$ cat src/rtl/cpu_pkg.sv
// Shared CPU datapath package: operand/register widths and the common
// typedefs used by the register file, the operand mux and the ALU.
package cpu_pkg;

  localparam int DATA_W     = 8;
  localparam int REG_ADDR_W = 2;
  localparam int NUM_REGS   = 4;

  typedef logic [DATA_W-1:0]     data_t;
  typedef logic [REG_ADDR_W-1:0] reg_addr_t;

endpackage : cpu_pkg

$ cat src/rtl/rf_read_port.sv
// One registered read port of the register file. It picks between the
// R0 zero rule, write-first forwarding and the stored value, and holds
// its output when the port is not enabled.
module rf_read_port #(
  parameter int DATA_W  = 8,
  parameter int ADDR_W  = 2,
  parameter int ZERO_R0 = 0
) (
  input  logic              clk,
  input  logic              rst,
  input  logic              re,
  input  logic [ADDR_W-1:0] raddr,
  input  logic [DATA_W-1:0] mem_rdata,
  input  logic              we,
  input  logic [ADDR_W-1:0] waddr,
  input  logic [DATA_W-1:0] wdata,
  output logic [DATA_W-1:0] rdata
);

  import cpu_pkg::*;

  logic [DATA_W-1:0] rdata_d;
  logic [DATA_W-1:0] rdata_q;
  logic              is_r0_s;
  logic              fwd_hit_s;

  assign is_r0_s   = (ZERO_R0 != 0) && (raddr == {ADDR_W{1'b0}});
  assign fwd_hit_s = we && (raddr == waddr);

  // Next read value: R0 rule first, then same-cycle write, then storage.
  always_comb begin
    rdata_d = rdata_q;
    if (re) begin
      if (is_r0_s) begin
        rdata_d = {DATA_W{1'b0}};
      end else if (fwd_hit_s) begin
        rdata_d = wdata;
      end else begin
        rdata_d = mem_rdata;
      end
    end else begin
      rdata_d = rdata_q;
    end
  end

  // Output flop; reset wins over any read launched in the same cycle.
  always_ff @(posedge clk) begin
    if (rst) begin
      rdata_q <= {DATA_W{1'b0}};
    end else begin
      rdata_q <= rdata_d;
    end
  end

  assign rdata = rdata_q;

endmodule : rf_read_port

$ cat src/rtl/reg_file_2r1w.sv
// Two-read, one-write general-purpose register file for the 8-bit CPU.
// Storage and write logic live here; each read port is a registered
// rf_read_port with write-first forwarding. Port A feeds operand mux
// in0, port B feeds in1.
module reg_file_2r1w #(
  parameter int DATA_W   = cpu_pkg::DATA_W,
  parameter int NUM_REGS = cpu_pkg::NUM_REGS,
  parameter int ADDR_W   = $clog2(NUM_REGS),
  parameter int ZERO_R0  = 0
) (
  input  logic              clk,
  input  logic              rst,
  input  logic              we,
  input  logic [ADDR_W-1:0] waddr,
  input  logic [DATA_W-1:0] wdata,
  input  logic              re_a,
  input  logic [ADDR_W-1:0] raddr_a,
  output logic [DATA_W-1:0] rdata_a,
  input  logic              re_b,
  input  logic [ADDR_W-1:0] raddr_b,
  output logic [DATA_W-1:0] rdata_b
);

  import cpu_pkg::*;

  logic [DATA_W-1:0] mem_q [NUM_REGS];
  logic [DATA_W-1:0] mem_d [NUM_REGS];
  logic              wr_ok_s;
  logic [DATA_W-1:0] mem_rd_a_s;
  logic [DATA_W-1:0] mem_rd_b_s;

  // A write to R0 is dropped when R0 is hard-wired to zero.
  assign wr_ok_s = we && !((ZERO_R0 != 0) && (waddr == {ADDR_W{1'b0}}));

  // Next storage contents: copy current state, overlay the accepted write.
  always_comb begin
    for (int i = 0; i < NUM_REGS; i++) begin
      mem_d[i] = mem_q[i];
    end
    if (wr_ok_s) begin
      mem_d[waddr] = wdata;
    end else begin
      mem_d[waddr] = mem_q[waddr];
    end
  end

  // Storage array; reset clears every register and discards the write.
  always_ff @(posedge clk) begin
    if (rst) begin
      for (int i = 0; i < NUM_REGS; i++) begin
        mem_q[i] <= {DATA_W{1'b0}};
      end
    end else begin
      for (int i = 0; i < NUM_REGS; i++) begin
        mem_q[i] <= mem_d[i];
      end
    end
  end

  assign mem_rd_a_s = mem_q[raddr_a];
  assign mem_rd_b_s = mem_q[raddr_b];

  rf_read_port #(
    .DATA_W (DATA_W),
    .ADDR_W (ADDR_W),
    .ZERO_R0(ZERO_R0)
  ) u_port_a (
    .clk      (clk),
    .rst      (rst),
    .re       (re_a),
    .raddr    (raddr_a),
    .mem_rdata(mem_rd_a_s),
    .we       (we),
    .waddr    (waddr),
    .wdata    (wdata),
    .rdata    (rdata_a)
  );

  rf_read_port #(
    .DATA_W (DATA_W),
    .ADDR_W (ADDR_W),
    .ZERO_R0(ZERO_R0)
  ) u_port_b (
    .clk      (clk),
    .rst      (rst),
    .re       (re_b),
    .raddr    (raddr_b),
    .mem_rdata(mem_rd_b_s),
    .we       (we),
    .waddr    (waddr),
    .wdata    (wdata),
    .rdata    (rdata_b)
  );

endmodule : reg_file_2r1w

$ cat config.mk
export PLATFORM = sky130hd
export DESIGN_NAME = reg_file_2r1w
export DESIGN_NICKNAME = d
export VERILOG_FILES = /design/src/rtl/cpu_pkg.sv /design/src/rtl/rf_read_port.sv /design/src/rtl/reg_file_2r1w.sv
export SDC_FILE = /design/constraint.sdc
export NUM_CORES = 1
export LEC_CHECK = 0
export ABC_CLOCK_PERIOD_IN_PS = 1600
export BUFFER_PORTS_ARGS = -buffer_cell sky130_fd_sc_hd__buf_2
export CORE_ASPECT_RATIO = 1.2
export CORE_MARGIN = 10
export CORE_UTILIZATION = 40
export DETAILED_ROUTE_END_ITERATION = 12
export PLACE_DENSITY = 0.66
export SETUP_SLACK_MARGIN = 0.3
export SYNTH_ARGS = -nofsm -noshare
export SYNTH_HDL_FRONTEND = slang
export SYNTH_SLANG_ARGS = --single-unit
$ cat constraint.sdc
create_clock -name clk -period 1.6 [get_ports clk]
set_input_delay 0.24 -clock clk [delete_from_list [all_inputs] [get_ports clk]]
set_output_delay 0.24 -clock clk [all_outputs]
set_load 0.01 [all_outputs]
# Word level (Yosys, flattened, before mapping)
# Memory sizes are Yosys's and may differ from the RTL's.
# Cells that the tools add are included.
totals:
  regBits: 16
  ram_bits: 32
  inputBits: 19
  output_inout_bits: 16
  memories: 1
op_classes:
  magnitude_cmp: 2
  eq_ne: 2
  n_mux: 14
  n_bitwise: 5
  n_reduce_logical: 3
mem_list:
  columns: ["memory", "depth", "width", "read_ports", "rd_clocked_by_memory_dff", "write_ports", "line_no", "rtl"]
  rows:
  - ["mem_q", 4, 8, 7, 0, 4, "reg_file_2r1w.sv:26", "logic [DATA_W-1:0] mem_q [NUM_REGS];"]
ops:
  columns: ["cell", "count"]
  rows:
  - ["$bwmux W32", 2]
  - ["$mux W8", 7]
  - ["$mux W32", 1]
  - ["$demux W8 S2", 1]
  - ["$eq A2 B2 Y1", 2]
  - ["$or A1 B1 Y1", 4]
  - ["$ge A3 B3 Y1 const B", 1]
  - ["$logic_and A1 B1 Y1", 3]
  - ["$lt A3 B1 Y1 const B", 1]
  - ["$mux W1", 3]
  - ["$not A2 Y3", 1]

# Depth between registers and ports, before layout
depth:
  word_depth: 8
  ltp_mapped: 5
  mapped_depth_nobuf: 3

# Hierarchy
# A second synthesis with hierarchy kept.
unflattened:
  cells_unflattened: 233
  area_unflattened_um2: 2568.7
by_module_without_submodules:
  columns: ["module", "n_inst", "cells_each", "area_per_inst_um2", "seq_area_each_um2"]
  rows:
  - ["reg_file_2r1w", 1, 135, 1657.8, 640.6]
  - ["rf_read_port", 2, 49, 455.4, 160.2]

# Least setup slack after synthesis
# No wires, ideal clock.
synth_timing:
  path_type: "input to register"
  start: "input raddr_a[1]"
  end: "register u_port_a.rdata_q[4] (netlist: u_port_a.rdata[4])"
  arrival_ps: 1118
  t_required_ps: 1458
  slack_ps: 340
  path_stages: 4
  n_path_buf: 1
  path_cell_list: "buf_6 mux4_1 o31ai_1 a311oi_1"
synth_via:
  elab_chain_cells: 3
  elab_cells_between_ends: 4
  classes_between: "1 x eq/ne; 1 x mux; 1 x reduce/logical; 1 x memory"
synth_rtl:
  columns: ["element", "line_no", "rtl"]
  rows:
  - ["start: declaration", "reg_file_2r1w.sv:17", "input logic [ADDR_W-1:0] raddr_a,"]
  - ["branches (longest 2 deep; another with $mem_v2 Z4 W8)", null, null]
  - ["$mux W8 (*)", "rf_read_port.sv:36", "end else if (fwd_hit_s) begin"]
  - ["end signal: assignment", "rf_read_port.sv:49", "rdata_q <= {DATA_W{1'b0}};"]
  - ["end signal: assignment", "rf_read_port.sv:51", "rdata_q <= rdata_d;"]
  - ["end: declaration", "rf_read_port.sv:23", "logic [DATA_W-1:0] rdata_q;"]
# Mark *: on every way between the ends.
# A chain may end at the register's enable or synchronous reset.

# Final worst setup path
layout_timing:
  start: "input raddr_a[1]"
  end: "register u_port_a.rdata_q[5] (netlist: u_port_a.rdata[5])"
# The elaborated chain is that of the path after synthesis.

==> impl_metrics.toml <==
[yosys]
synth_seq_cells = 48
yosys.area.top_type_share = 0.380
synth-edff-count = 0
yosys.area.top_type = "dfxtp_1"
netlist-cell-type-count = 20
synthTopCellsByCount = "dfxtp_1, nor2_1, mux2i_1"
synth_ff_type = "dfxtp_1"
syn-cell-area_um2 = 2530
async_reset_ff_frac = 0
netlist_top_cells_area = "dfxtp_1, mux2i_1, mux4_1"
synth_nets = 245
synthCells = 226
ys_seq_area_frac = 0.380
avgSynthCellArea_um2 = 11.2
yosysWarnings = 0

[global_route]
grt-ovfl-total = 0
met2_usage = 0.194
antenna_found_initial = 0
grt_pass1_vias = 1818
use_met3 = 0.0286
gr-max-usage-layer = "met2"
grt_usage = 0.122
grt_pass1_wl_um = 9910
met1_usage = 0.155
grt_max_degree = 49

[floorplanning]
die_height_um = 107
fp-row-count = 31
core_region_area_um2 = 6090
initial_utilization = 0.416
dieWidth_um = 92.6
die_area_um2 = 9920
ioPinCount = 35

[drt]
drtIter0Drc = 141
drc = 0
drtPass1Iterations = 4
viasPerCell = 5.60
vias = 1876
wl_um = 5940
ant_nets = 0
wl_per_cell_um = 17.7

[final_layout]
drive_gt1_frac = 0.253
area_delta_synth_final_pct = 13.4
fin_nets = 272
antenna_cells = 0
final_util = 0.472

[timing]
hold_viol = 0
finalCriticalPeriod_ps = 1210
fmax_ghz = 0.827
rsz0062_at_grt = "no"
period_share = 0.756
relSlewSlack = 0.685
setup_viol = 0
worstMarginPinSlew_ps = 472
tns_ps = 0
maxSlewViolCount = 0
skew_ps = 4.12

[place]
routabilityCongestion = 0.829
port_buffers = 34
hpwl_um = 4460

[critical_path]
start_kind = "input port"
worstSetupPathType = "in2reg"
cp_max_fo = 10
endpoint_kind = "flip-flop"
cp_data_required_time_ps = 1770
cp.arrival_ps = 1380

[clocking]
cts_setup_buffers = 0
cts_tree = "yes"
cts_buffers = 5
clk_pin_slew_worst_paths_ps = 80
clk_latency_ps = 300
cts_sinks = 48
cts_resized = 0
hold_buffers = 0
cts_max_level = 2
cts-root-buf = "clkbuf_8"
clk_path_buf_depth = 2

[flow_run]
cap_violations = 0

[power]
p_leak_nw = 1.25
powerDensity_nw_per_um2 = 938
vdd_drop_max_v = 0.000455

[status]
status = "finished, final reports clean"

[worst_hold_path]
hold_path_class = "in2reg"
metrics by stage:
stage | power (mW) | hold slack [ps] | instance area [um^2] | cells | setup slack, ps
final | 2.69 | 271 | 2870 | 335 | 390
after floorplan | 1.59 | 384 | 2530 | 226 | 340
after global placement | 1.71 | 475 | 2740 | 328 | 102
after global routing | 2.82 | 284 | 2870 | 335 | 309
after CTS | 2.73 | 273 | 2870 | 335 | 381
after detailed placement | 1.72 | 477 | 2740 | 328 | 62.0
routing by layer:
metal,vias to the layer above,part of all wire
li1,921,-
met1,899,0.45
met2,47,0.48
met3,9,0.051
met4,0,0.017
met5,-,0
cell usage in the layout (no fill, tap or decap), types with 2 or more instances in the layout:
| cell type | Yosys | final |
|---|---|---|
| nand4_1 | 16 | 16 |
| xor2_2 | 2 | 2 |
| bufinv_16 | 0 | 2 |
| buf_2 | 5 | 34 |
| mux4_2 | 7 | 7 |
| buf_4 | 3 | 6 |
| dfxtp_1 | 48 | 48 |
| o31ai_1 | 16 | 16 |
| a311oi_1 | 16 | 16 |
| xnor2_2 | 4 | 4 |
| nor2_1 | 48 | 48 |
| clkbuf_8 | 0 | 5 |
| mux4_1 | 9 | 9 |
| mux2i_1 | 32 | 32 |
| nand3b_1 | 2 | 2 |
| xor2_4 | 2 | 2 |
final cells by class:
type,instances,area [um^2]
fill,585,3220
multi-input combinational,156,1440
sequential,48,961
timing repair buffer,41,235
tap,82,103
clock buffer,5,68.8
clock inverter,2,60.1
inverter,1,3.75
worst paths after layout:
| kind | cells after the start | start | slack [ps] | end |
|---|---|---|---|---|
| max reg2reg | 3 | mem_q[1][7] | 410 | u_port_a.rdata[7] |
| min | 3 | wdata[2] | 270 | mem_q[0][2] |
| max | 4 | raddr_a[1] | 390 | u_port_a.rdata[5] |
| min reg2reg | 2 | u_port_b.rdata[7] | 480 | u_port_b.rdata[7] |
worst max-delay path, stage by stage:
cell	delay, ps
buf_2	320
mux4_1	610
o31ai_1	80
a311oi_1	120
registers in the layout, summed over array words and instances (netlist names):
| name | flops |
|---|---|
| u_port_b.rdata | 8 |
| u_port_a.rdata | 8 |
| mem_q | 32 |
kinds of logic (layout without fill, tap and decap cells):
family	Yosys count	count (layout)	synth area share
AOI/OAI and AO/OA	32	32	0.103
and+or+nand+nor	68	68	0.124
buffers and inverters	22	49	0.0514
xor gates and xnor gates	8	8	0.0603
muxes	48	48	0.282
DFF	48	48	0.380
report_power, final:
| group | internal, mW | switching, mW |
|---|---|---|
| clock | 0.615 | 0.391 |
| sequential | 1.25 | 0.0327 |
| combinational | 0.168 | 0.241 |
| total | 2.03 | 0.665 |
Note: power is estimated with default switching activity, not from simulation.
